[config.mk]
export PLATFORM = sky130hd
export DESIGN_NAME = ddr3_port_arbiter
export DESIGN_NICKNAME = d
export VERILOG_FILES = /design/src/rtl/ddr3_arb_pkg.sv /design/src/rtl/ddr3_arb_tag_fifo.sv /design/src/rtl/ddr3_port_arbiter.sv
export SDC_FILE = /design/constraint.sdc
export NUM_CORES = 1
export LEC_CHECK = 0
export CORE_AREA = 2 2 290 292
export DETAILED_ROUTE_END_ITERATION = 10
export DIE_AREA = 0 0 292 294
export SETUP_SLACK_MARGIN = 0.3
export SLEW_MARGIN = 20
export SYNTH_ARGS = -nofsm -noshare
export SYNTH_HDL_FRONTEND = slang
export SYNTH_SLANG_ARGS = --single-unit
[constraint.sdc]
create_clock -name clk -period 3.4 [get_ports clk]
set_input_delay 0.68 -clock clk [delete_from_list [all_inputs] [get_ports clk]]
set_output_delay 0.68 -clock clk [all_outputs]
set_load 0.01 [all_outputs]
[src/rtl/ddr3_arb_pkg.sv]
// Shared constants, command encodings and FSM state type for the DDR3 port arbiter.
// Used by ddr3_port_arbiter and ddr3_arb_tag_fifo.
package ddr3_arb_pkg;

    localparam int DDR3_ADDR_W = 27;
    localparam int DDR3_DATA_W = 128;

    localparam logic [2:0] CMD_WR = 3'b000;
    localparam logic [2:0] CMD_RD = 3'b001;

    typedef enum logic [2:0] {
        ST_IDLE  = 3'b001,
        ST_ARB   = 3'b010,
        ST_ISSUE = 3'b100
    } arb_state_t;

    // Index width for a vector of n entries, never narrower than one bit.
    function automatic int idxWidth(input int n);
        return (n > 1) ? $clog2(n) : 1;
    endfunction

endpackage

[src/rtl/ddr3_arb_tag_fifo.sv]
// Port-tag FIFO remembering which requester issued each outstanding read.
// Head entry is visible combinationally so a returning beat can be routed in the same cycle.
module ddr3_arb_tag_fifo
    import ddr3_arb_pkg::*;
#(
    parameter int WIDTH = 1,
    parameter int DEPTH = 8
) (
    input  logic                     clk,
    input  logic                     rst_n,
    input  logic                     i_push,
    input  logic [WIDTH-1:0]         i_push_data,
    input  logic                     i_pop,
    output logic [WIDTH-1:0]         o_pop_data,
    output logic                     o_full,
    output logic                     o_empty,
    output logic [$clog2(DEPTH):0]   o_count
);

    localparam int PTR_W = idxWidth(DEPTH);

    logic [WIDTH-1:0] r_mem [DEPTH];
    logic [PTR_W-1:0] r_wr_ptr;
    logic [PTR_W-1:0] r_rd_ptr;
    logic [PTR_W:0]   r_count;
    logic             w_push;
    logic             w_pop;

    assign o_full     = (r_count == (PTR_W + 1)'(DEPTH));
    assign o_empty    = (r_count == '0);
    assign o_count    = r_count;
    assign o_pop_data = r_mem[r_rd_ptr];
    assign w_push     = i_push & ~o_full;
    assign w_pop      = i_pop & ~o_empty;

    // DEPTH is a power of two, so the pointers wrap naturally on overflow.
    always_ff @(posedge clk or negedge rst_n) begin
        if (!rst_n) begin
            r_wr_ptr <= '0;
            r_rd_ptr <= '0;
            r_count  <= '0;
        end else begin
            if (w_push) r_wr_ptr <= r_wr_ptr + 1'b1;
            if (w_pop)  r_rd_ptr <= r_rd_ptr + 1'b1;
            case ({w_push, w_pop})
                2'b10:   r_count <= r_count + 1'b1;
                2'b01:   r_count <= r_count - 1'b1;
                default: r_count <= r_count;
            endcase
        end
    end

    always_ff @(posedge clk) begin
        if (w_push) r_mem[r_wr_ptr] <= i_push_data;
    end

endmodule

[src/rtl/ddr3_port_arbiter.sv]
// Round-robin arbiter sharing one Gowin DDR3 native interface between PORTS requesters.
// Define DDR3_ARB_WR_PRIORITY_EN to let eligible writes win over eligible reads.
module ddr3_port_arbiter
    import ddr3_arb_pkg::*;
#(
    parameter int PORTS     = 2,
    parameter int TAG_DEPTH = 8
) (
    input  logic                           clk,
    input  logic                           rst_n,
    input  logic                           init_calib_complete,
    input  logic [PORTS-1:0]               p_req,
    input  logic [PORTS-1:0]               p_rd,
    input  logic [PORTS*DDR3_ADDR_W-1:0]   p_addr,
    input  logic [PORTS*DDR3_DATA_W-1:0]   p_wdata,
    output logic [PORTS-1:0]               p_ack,
    output logic [PORTS-1:0]               p_rd_valid,
    output logic [DDR3_DATA_W-1:0]         p_rd_data,
    input  logic                           cmd_ready,
    output logic [2:0]                     cmd,
    output logic                           cmd_en,
    output logic [DDR3_ADDR_W-1:0]         addr,
    input  logic                           wr_data_rdy,
    output logic [DDR3_DATA_W-1:0]         wr_data,
    output logic                           wr_data_en,
    output logic                           wr_data_end,
    input  logic [DDR3_DATA_W-1:0]         rd_data,
    input  logic                           rd_data_valid,
    output logic [$clog2(TAG_DEPTH):0]     rd_outstanding,
    output logic                           tag_err
);

    localparam int IDX_W = idxWidth(PORTS);

    arb_state_t             r_state;
    arb_state_t             w_next_state;
    logic [IDX_W-1:0]       r_gnt_idx;
    logic                   r_gnt_rd;
    logic [IDX_W-1:0]       r_rr_ptr;
    logic                   r_tag_err;

    logic [DDR3_ADDR_W-1:0] w_port_addr  [PORTS];
    logic [DDR3_DATA_W-1:0] w_port_wdata [PORTS];
    logic [PORTS-1:0]       w_wr_elig;
    logic [PORTS-1:0]       w_rd_elig;
    logic [IDX_W:0]         w_pick_res;
    logic                   w_found;
    logic [IDX_W-1:0]       w_pick;
    logic                   w_handshake;
    logic                   w_push;
    logic                   w_pop;
    logic [IDX_W-1:0]       w_tag;
    logic                   w_tag_full;
    logic                   w_tag_empty;

    for (genvar g = 0; g < PORTS; g++) begin : g_port
        assign w_port_addr[g]  = p_addr[g*DDR3_ADDR_W +: DDR3_ADDR_W];
        assign w_port_wdata[g] = p_wdata[g*DDR3_DATA_W +: DDR3_DATA_W];
    end

    // Returns {found, index} of the first set bit of mask scanning upward from ptr.
    function automatic logic [IDX_W:0] rrPick(input logic [PORTS-1:0] mask,
                                              input logic [IDX_W-1:0] ptr);
        logic [IDX_W-1:0] cand;
        logic [IDX_W:0]   res;
        res = '0;
        for (int k = 0; k < PORTS; k++) begin
            cand = IDX_W'((int'(ptr) + k) % PORTS);
            if (!res[IDX_W] && mask[cand]) res = {1'b1, cand};
        end
        return res;
    endfunction

    assign w_wr_elig = p_req & ~p_rd;
    assign w_rd_elig = p_req & p_rd & {PORTS{~w_tag_full}};

`ifdef DDR3_ARB_WR_PRIORITY_EN
    assign w_pick_res = (|w_wr_elig) ? rrPick(w_wr_elig, r_rr_ptr)
                                     : rrPick(w_rd_elig, r_rr_ptr);
`else
    assign w_pick_res = rrPick(w_wr_elig | w_rd_elig, r_rr_ptr);
`endif

    assign w_found = w_pick_res[IDX_W];
    assign w_pick  = w_pick_res[IDX_W-1:0];

    always_comb begin
        w_next_state = r_state;
        cmd_en       = 1'b0;
        cmd          = '0;
        addr         = '0;
        wr_data      = '0;
        wr_data_en   = 1'b0;
        wr_data_end  = 1'b0;
        p_ack        = '0;
        w_handshake  = 1'b0;
        w_push       = 1'b0;
        case (r_state)
            ST_IDLE: begin
                if (init_calib_complete) w_next_state = ST_ARB;
            end
            ST_ARB: begin
                if (w_found) w_next_state = ST_ISSUE;
            end
            ST_ISSUE: begin
                cmd_en = 1'b1;
                addr   = w_port_addr[r_gnt_idx];
                cmd    = r_gnt_rd ? CMD_RD : CMD_WR;
                if (!r_gnt_rd) begin
                    wr_data_en  = 1'b1;
                    wr_data_end = 1'b1;
                    wr_data     = w_port_wdata[r_gnt_idx];
                end
                w_handshake = cmd_ready & (r_gnt_rd | wr_data_rdy);
                if (w_handshake) begin
                    p_ack[r_gnt_idx] = 1'b1;
                    w_push           = r_gnt_rd;
                    w_next_state     = ST_ARB;
                end
            end
            default: w_next_state = ST_IDLE;
        endcase
    end

    // Direction is latched at grant so a requester misbehaving mid-issue cannot change the command.
    always_ff @(posedge clk or negedge rst_n) begin
        if (!rst_n) begin
            r_state   <= ST_IDLE;
            r_gnt_idx <= '0;
            r_gnt_rd  <= 1'b0;
            r_rr_ptr  <= '0;
            r_tag_err <= 1'b0;
        end else begin
            r_state <= w_next_state;
            if (r_state == ST_ARB && w_found) begin
                r_gnt_idx <= w_pick;
                r_gnt_rd  <= p_rd[w_pick];
            end
            if (w_handshake) begin
                r_rr_ptr <= (r_gnt_idx == IDX_W'(PORTS - 1)) ? '0 : r_gnt_idx + 1'b1;
            end
            if (rd_data_valid && w_tag_empty) r_tag_err <= 1'b1;
        end
    end

    assign w_pop   = rd_data_valid & ~w_tag_empty;
    assign tag_err = r_tag_err;

    always_comb begin
        p_rd_valid = '0;
        p_rd_data  = '0;
        if (w_pop) begin
            p_rd_valid[w_tag] = 1'b1;
            p_rd_data         = rd_data;
        end
    end

    ddr3_arb_tag_fifo #(
        .WIDTH (IDX_W),
        .DEPTH (TAG_DEPTH)
    ) u_tag_fifo (
        .clk         (clk),
        .rst_n       (rst_n),
        .i_push      (w_push),
        .i_push_data (r_gnt_idx),
        .i_pop       (w_pop),
        .o_pop_data  (w_tag),
        .o_full      (w_tag_full),
        .o_empty     (w_tag_empty),
        .o_count     (rd_outstanding)
    );

endmodule

==> results.json, run 1 <==
{
  "outcome": "complete, no violations",
  "io_buffers": 743,
  "fp.coreArea_um2": 82900,
  "synthTopCellsByArea": "mux2i_1, and2_1, nor2_1",
  "syn_inst": 608,
  "dieWidth_um": 292,
  "crit_family": "buffers and inverters",
  "vdd_drop_max_mv": 0.221,
  "gp_congestion": 0.867,
  "grt_start_max_net_pins": 73,
  "die_area_um2": 85800,
  "fill_cells": 9388,
  "critical_path_buf_inv_count": 4,
  "max-cap-violations": 0,
  "insertion_delay_ps": 280,
  "powerDensity_nw_per_um2": 324,
  "cts_max_level": 1,
  "rows": 106,
  "final_cell_mix": "clkdlybuf4s50_1, nor2_1, mux2i_1, and2_1, dlymetal6s2s_1",
  "nNetsFinal": 1794,
  "cts-buffers-inserted": 3,
  "wl_um": 57900,
  "slowest_delay_ps": 620,
  "finalMaxSlewViolations": 0,
  "synth_warnings": 0,
  "grt_pass1_vias": 7323,
  "grt_use_total_pct": 12.6,
  "die_h_um": 294,
  "relSlewSlack_pct": 64.9,
  "hold_slack_ps": 471,
  "antenna_found_initial": 55,
  "setup_viol": 0,
  "p_leak_uw": 0.00571,
  "viasPerCell": 3.13,
  "clkSlewWorstSetupHoldPaths_ps": 80,
  "hold_violations": 0,
  "finalSetupTns_ps": 0,
  "grt_pass1_wl_um": 72200,
  "synth_cell_types": 42,
  "crit_fanout": 7,
  "clock_skew_ps": 4.27,
  "synth-simple-area-share_pct": 36.5,
  "critPathKind": "input pin to output pin",
  "cts_tree": "done",
  "worst_pin_slew_ps": 512,
  "clockRootBuffer": "clkbuf_16",
  "fmax_ghz": 0.324,
  "ys.flop_type": "dfrtp_1",
  "hold_path_class": "register to register",
  "crit_path_start_kind": "input pin",
  "worstPathArrival_ps": 2400,
  "synthAdderAreaFrac_pct": 1.37,
  "synth_xor_area_share_pct": 1.72,
  "layout_commonest_cell": "clkdlybuf4s50_1",
  "syn_area_um2": 4570,
  "fin_crit_ps": 3080,
  "place_area_um2": 13300,
  "rsz0062_at_grt": "yes",
  "fin_crit_sh_pct": 90.7,
  "endpoint_kind": "output pin",
  "synth-seq-cells": 25,
  "synth_top_area_share_pct": 34.2,
  "dp_hpwl_um": 52400,
  "synthMuxAreaShare_pct": 36.2,
  "synth_compound_area_share_pct": 2.27,
  "io_pins": 746,
  "required_ps": 2720,
  "floorplan.initialDensity_pct": 5.52,
  "syn_avg_cell_area_um2": 7.52,
  "path_common_cell": "clkdlybuf4s50_1",
  "crit_chain": "clkdlybuf4s50_1 > nor2b_4 > buf_12 > buf_4 > and2_1 > clkdlybuf4s50_1",
  "synth-edff-count": 8,
  "clkSinkCount": 25,
  "cpMaxStageDelayCell": "clkdlybuf4s50_1",
  "p_total_uw": 4450,
  "design_area_um2": 13700,
  "synth_top_area_cell": "mux2i_1",
  "synth_seq_area_share_pct": 14.6,
  "async_reset_ff_share_pct": 68.0,
  "ctsLongestPathBuffers": 2,
  "drtIter0Drc": 240,
  "synth_top_family_by_area": "simple AND/OR/NAND/NOR gates",
  "drive_gt1_share_pct": 5.37,
  "wl_per_cell_um": 23.9,
  "drt-pass1-iter-count": 4,
  "area_growth_pct": 200,
  "grt-ovfl-total": 0,
  "antenna_left": 0,
  "drcViolationCount": 0,
  "dr_total_vias": 7600
}
==> metrics by stage <==
| step | worst slack, ps | utilization [%] | std cells |
|---|---|---|---|
| floorplan | 953 | - | 609 |
| global placement | 131 | 16.0 | 2404 |
| detailed placement | 118 | 16.0 | 2404 |
| CTS | 246 | 16.2 | 2414 |
| global route | 245 | 16.5 | 2421 |
| finish | 318 | 16.5 | 2428 |
==> synthesized netlist by cell type, types with 2 or more instances <==
library cell	count
buf_2	32
a31oi_1	2
nor3_1	7
edfxtp_1	8
xnor2_1	5
buf_4	3
buf_6	8
clkbuf_1	9
and2_1	130
nor4_1	2
dfrtp_1	16
mux2_2	3
xor2_1	4
nor2b_1	2
mux2i_1	156
nand3b_1	3
a21oi_1	5
ha_1	5
mux4_2	2
inv_1	5
nand2b_1	8
nand2_1	5
nor2_1	166
o21ai_0	4
==> metal layers <==
layer / part of all wire [%] / track usage, %
met2: 49 / 22.4
met5: 0.69 / 0
met4: 0.85 / 1.55
met3: 11 / 5.54
met1: 38 / 14.3
==> path summary, 6_finish.rpt <==
kind | start | endpoint | slack (ps) | cells past startpoint
worst max-delay path | rd_data_valid | p_rd_data[33] | 320 | 6
worst min-delay path | tag_err | tag_err | 470 | 1
worst max register to register | u_tag_fifo.o_count[1] | u_tag_fifo.o_count[2] | 820 | 11
worst min register to register | tag_err | tag_err | 470 | 1
max in group asynchronous | rst_n | r_state[0] | 2380 | 2
min in group asynchronous | rst_n | u_tag_fifo.o_count[3] | 740 | 2
==> report_power, final <==
| part | internal, µW | switching, µW |
|---|---|---|
| logic | 2000 | 1550 |
| registers | 420 | 186 |
| clock network | 164 | 133 |
| total | 2580 | 1870 |
==> timing repair <==
action,in CTS,in global routing
resized for setup,4,43
hold buffers,0,0
buffers inserted,5,2
gates cloned,1,4
setup endpoints to repair,128,130
==> registers in the layout (all words and copies together) (netlist names) <==
name	count
u_tag_fifo.r_rd_ptr	3
r_gnt_rd	1
u_tag_fifo.r_mem	8
u_tag_fifo.o_count	4
r_rr_ptr	1
tag_err	1
r_gnt_idx	1
r_state	3
u_tag_fifo.r_wr_ptr	3
==> cell families after synthesis <==
kind of cell | after synthesis
compound gates | 17
mux | 162
fa+ha+maj | 5
buf+inv | 59
simple gates | 330
xor+xnor | 9
other cells | 1
flops | 25
==> area by class of cell <==
class	count	area (µm²)	share of cell area (%)
Antenna cell	8	20.0	0.146
Clock buffer	3	75.1	0.547
Clock inverter	1	8.76	0.0639
Inverter	6	22.5	0.164
Multi-Input combinational cell	525	3590	26.2
Sequential cell	25	671	4.89
Tap cell	1080	1350	9.85
Timing Repair Buffer	780	7970	58.1
Note: power is estimated with default switching activity, not from simulation.
==> inputs of run 2 (changes only) <==
Settings changed: CTS_BUF_LIST set to sky130_fd_sc_hd__clkbuf_8.
==> run 2 against run 1 <==
  * Sequential cell count is the same
  * Fmax increased by 0.15%
  * Clock power shrank 29%
  * Cell area grew 0.24%
  * Total power is 0.51% lower
  * Worst setup slack better by 4.8 ps
  * Register-to-register slack gained 60 ps
  * Via count down 0.21%
  * Utilization about the same
==> results.json, run 2 (synthesis results as in run 1) <==
{
  "drive_gt1_share_pct": 5.66,
  "rows": 106,
  "rsz0062_at_grt": "yes",
  "fin_crit_ps": 3080,
  "fill_cells": 9382,
  "slowest_delay_ps": 570,
  "grt_pass1_wl_um": 72200,
  "area_growth_pct": 201,
  "io_pins": 746,
  "wl_um": 58000,
  "dpl.cell_count": 2404,
  "antenna_found_initial": 56,
  "max-cap-violations": 0,
  "relSlewSlack_pct": 59.1,
  "die_area_um2": 85800,
  "instances_no_fill": 2431,
  "grt_use_total_pct": 12.6,
  "critPathKind": "input pin to output pin",
  "fmax_ghz": 0.325,
  "cts-buffers-inserted": 3,
  "timing.rr.start": "u_tag_fifo.o_count[1]",
  "crit_fanout": 27,
  "cts_max_level": 1,
  "cts_tree": "done",
  "worstHoldStart": "tag_err",
  "dp_hpwl_um": 52400,
  "worst_pin_slew_ps": 597,
  "critical_path_buf_inv_count": 4,
  "grt_start_max_net_pins": 73,
  "crit_path_start_kind": "input pin",
  "clkSinkCount": 25,
  "endpoint_kind": "output pin",
  "path_common_cell": "clkdlybuf4s50_1",
  "dieWidth_um": 292,
  "io_buffers": 743,
  "vdd_drop_max_mv": 0.229,
  "setup_viol": 0,
  "viasPerCell": 3.12,
  "ctsLongestPathBuffers": 2,
  "die_h_um": 294,
  "drt-pass1-iter-count": 4,
  "cpMaxStageDelayCell": "clkdlybuf4s50_1",
  "hold_buffers": 0,
  "worstSetupStartpoint": "rd_data_valid",
  "floorplan.initialDensity_pct": 5.52,
  "hold_path_class": "register to register",
  "multiInputGateArea_um2": 3610,
  "layout_commonest_cell": "clkdlybuf4s50_1",
  "clock_skew_ps": 5.39,
  "top_register": "u_tag_fifo.r_mem",
  "powerDensity_nw_per_um2": 322,
  "insertion_delay_ps": 290,
  "wl_per_cell_um": 23.9,
  "fp.coreArea_um2": 82900,
  "grt_pass1_vias": 7337,
  "drtIter0Drc": 224,
  "antenna_left": 0,
  "crit_chain": "clkdlybuf4s50_1 > nor2b_4 > buf_12 > buf_16 > and2_1 > clkdlybuf4s50_1",
  "hold_violations": 0,
  "final_cell_mix": "clkdlybuf4s50_1, nor2_1, mux2i_1, and2_1, dlymetal6s2s_1",
  "clockRootBuffer": "clkbuf_8",
  "fin_crit_sh_pct": 90.5,
  "seq_area_um2": 671,
  "required_ps": 2720,
  "gp_congestion": 0.867,
  "worstPathArrival_ps": 2400,
  "clkSlewWorstSetupHoldPaths_ps": 110,
  "drcViolationCount": 0,
  "crit_family": "buffers and inverters",
  "finalMaxSlewViolations": 0,
  "nNetsFinal": 1797,
  "outcome": "complete, no violations",
  "dr_total_vias": 7584,
  "finalSetupTns_ps": 0,
  "p_leak_uw": 0.00583,
  "largest_register_ffs": 8,
  "grt-ovfl-total": 0
}
run 2: cell types whose count changed in the layout (fill, tap and decap cells not counted), sizes merged:
cell,previous run,this run
buf,50,53
dlymetal6s2s,40,47
clkdlybuf4s50,685,677
dlygate4sd2,2,3
run 2: routing by layer:
metal	global-route usage (%)	part of all wire, %	routed length, µm
met1	14.3	39	22300
met2	22.4	49	28600
met3	5.54	11	6130
met4	1.55	0.90	523
met5	0	0.68	397
run 2: final timing paths:
kind | end | slack (ps) | cells past startpoint
min in group asynchronous | tag_err | 710 | 2
hold / removal | tag_err | 480 | 1
setup / recovery | p_rd_data[85] | 320 | 6
max in group asynchronous | r_state[0] | 2410 | 2
setup reg to reg | u_tag_fifo.o_count[2] | 880 | 11
hold reg to reg | tag_err | 480 | 1
run 2: final cells by class:
| cell class | instances | area share [%] |
|---|---|---|
| Antenna cell | 8 | 0.146 |
| Clock buffer | 3 | 0.300 |
| Clock inverter | 1 | 0.0637 |
| Inverter | 6 | 0.182 |
| Multi-Input combinational cell | 525 | 26.2 |
| Sequential cell | 25 | 4.88 |
| Tap cell | 1080 | 9.83 |
| Timing Repair Buffer | 783 | 58.4 |
run 2: where the power goes:
group	internal (µW)	switching (µW)
logic	2040	1600
clock network	86.7	125
registers	419	156
run 2: stage by stage:
step	hold WS [ps]	utilization, %	total power, µW	cell area (µm²)	setup WS, ps
floorplan	384	-	2340	4580	953
global placement	456	16.0	4090	13300	131
detailed placement	449	16.0	4120	13300	118
CTS	482	16.2	4430	13400	246
global route	501	16.6	4760	13700	275
finish	479	16.6	4420	13700	322
run 2: timing repair:
| item | in CTS | in global routing |
|---|---|---|
| gates resized for setup | 6 | 52 |
| setup endpoints to repair | 151 | 156 |
| gates cloned | 1 | 4 |
| buffers inserted | 5 | 5 |
==> RTL change (config.mk and constraints of run 1) <==
The 3 states of `arb_state_t` get a binary encoding in 2 bits.
--- a/src/rtl/ddr3_arb_pkg.sv
+++ b/src/rtl/ddr3_arb_pkg.sv
@@ -9,8 +9,8 @@
     localparam logic [2:0] CMD_RD = 3'b001;
 
-    typedef enum logic [2:0] {
-        ST_IDLE  = 3'b001,
-        ST_ARB   = 3'b010,
-        ST_ISSUE = 3'b100
+    typedef enum logic [1:0] {
+        ST_IDLE  = 2'd0,
+        ST_ARB   = 2'd1,
+        ST_ISSUE = 2'd2
     } arb_state_t;
 
Behaviour: no difference found for any inputs over 4 cycles, from zero or initial values and one cycle with rst_n low; so few cycles prove little.
==> RTL change against run 1 <==
  * Cell area up 1.5%
  * Synthesized cell count down 0.99%
  * Die area unchanged
  * Synthesized area down 2.2%
  * Final cell count down 0.37%
  * Routed wire length up 9.6%
  * Register-to-register slack worse by 0.08 ns
  * Clock skew up 0.00078 ns
  * Total power up 37%
  * Worst setup slack worse by 0.083 ns
  * Sequential cell count down 1
  * Count of clock-buffer cells in the layout unchanged
  * Largest power group unchanged
==> RTL change: results (changes against run 1) <==
stage;metric;value;unit;change
timing;slew_headroom;41.3;%;-24 points
worst_setup_path;critPathMaxStageDelay;0.54;ns;-0.08 ns
logic_synthesis;syn_avg_cell_area;7.42;um2;-1.3%
routing;wl_per_cell;26.2;um;+10%
placed_design;dp_cells;2394;;-0.42%
logic_synthesis;ys_seq_area_share;14.3;%;-0.25 points
routing;dr.pass1.iters;5;;+1
power_and_ir_drop;p_leak;5.88;nW;+3.0%
placed_design;detailed_place_hpwl;57600;um;+9.9%
global_routing;grt_pass1_vias;7128;;-2.7%
status;status;finished, final reports clean;;
logic_synthesis;synthTopCellsByArea;mux2i_1 (35%), and2_1 (18%), nor2_1 (14%);;
placed_design;place_ws;0.158;ns;+0.0407 ns
global_routing;globalRouteTotalUtil;13.8;%;+1.2 points
worst_setup_path;crit_fanout;24;;+17
worst_setup_path;rrSetupSlack;0.74;ns;-0.08 ns
routing;detail_route.iter0.violations;289;;+20%
power_and_ir_drop;ir_drop;0.000261;V;+18%
placed_design;place_area;13500;um2;+1.6%
routing;num_vias;7588;;-0.16%
logic_synthesis;netlist_top_cells_count;nor2_1 (165), mux2i_1 (156), and2_1 (130);;
logic_synthesis;synth_top_area_share;34.9;%;+0.78 points
global_routing;grt_antenna_before_repair;69;;+25%
global_routing;grt_max_degree;66;;-9.6%
routing;vias_per_cell;3.14;;+0.21%
clock_network;insertion_delay;0.26;ns;-0.02 ns
finish;num-nets-final;1778;;-0.89%
finish;drive_gt1_share;6.80;%;+1.4 points
placed_design;gp_congestion;0.849;;-2.2%
logic_synthesis;async_flop_share;66.7;%;-1.3 points
logic_synthesis;synth_cell_types;40;;-4.8%
-- RTL change: worst max path at each step --
stage,start,end,slack (ns),depth (start not counted)
after CTS,rd_data_valid,p_rd_data[19],0.22,7
after global routing,rd_data_valid,p_rd_data[57],0.16,7
final,rd_data_valid,p_rd_data[99],0.23,6
after global placement,rd_data_valid,p_rd_data[19],0.20,6
after detailed placement,rd_data_valid,p_rd_data[19],0.16,6
after floorplan,u_tag_fifo.o_count[1]$_DFFE_PN0P_,u_tag_fifo.o_count[2]$_DFFE_PN0P_,0.90,13
-- RTL change: cell families after synthesis --
| family | share of synthesized area, % |
|---|---|
| xor gates and xnor gates | 1.76 |
| other | 0.0839 |
| DFF | 14.3 |
| muxes | 37.0 |
| and+or+nand+nor | 36.6 |
| adders and majority gates | 1.40 |
| AOI/OAI and AO/OA | 2.30 |
| buffers and inverters | 6.52 |
-- RTL change: final cells by class --
class,count,area [um2]
antenna,15,37.5
clock buffer,3,75.1
clock inverter,1,30.0
fill,9389,69000
inverter,4,18.8
multi-input combinational,520,3560
sequential,24,644
tap,1080,1350
timing repair buffer,772,8200
-- RTL change: layer usage --
layer / global-route usage [%] / vias up / routed length (um)
li1: - / 3432 / -
met1: 15.1 / 3451 / 23400
met2: 26.6 / 527 / 33100
met3: 4.94 / 124 / 5700
met4: 0.453 / 54 / 892
met5: 0 / - / 338
-- RTL change: timing repair --
item / CTS / global route
setup endpoints to repair: 88 / 137
buffers inserted: 1 / 0
gates resized for setup: 25 / 41
gates cloned: 3 / 2
-- RTL change: where the power goes --
group	leakage [nW]	internal [mW]	switching, mW	total [mW]
registers	0.260	0.416	0.228	0.644
clock network	0.0512	0.234	0.113	0.347
logic	5.57	2.72	2.36	5.09
-- RTL change: worst reg2reg max path, stage by stage, from the launching register on --
cell	delay [ns]
dfrtp_1	0.51
nor4_2	0.43
nor2b_4	0.08
buf_12	0.16
buf_16	0.19
ha_1	0.30
xor2_1	0.17
ha_1	0.19
a21oi_1	0.15
xor2_1	0.15
nor2_1	0.06
xor2_1	0.14
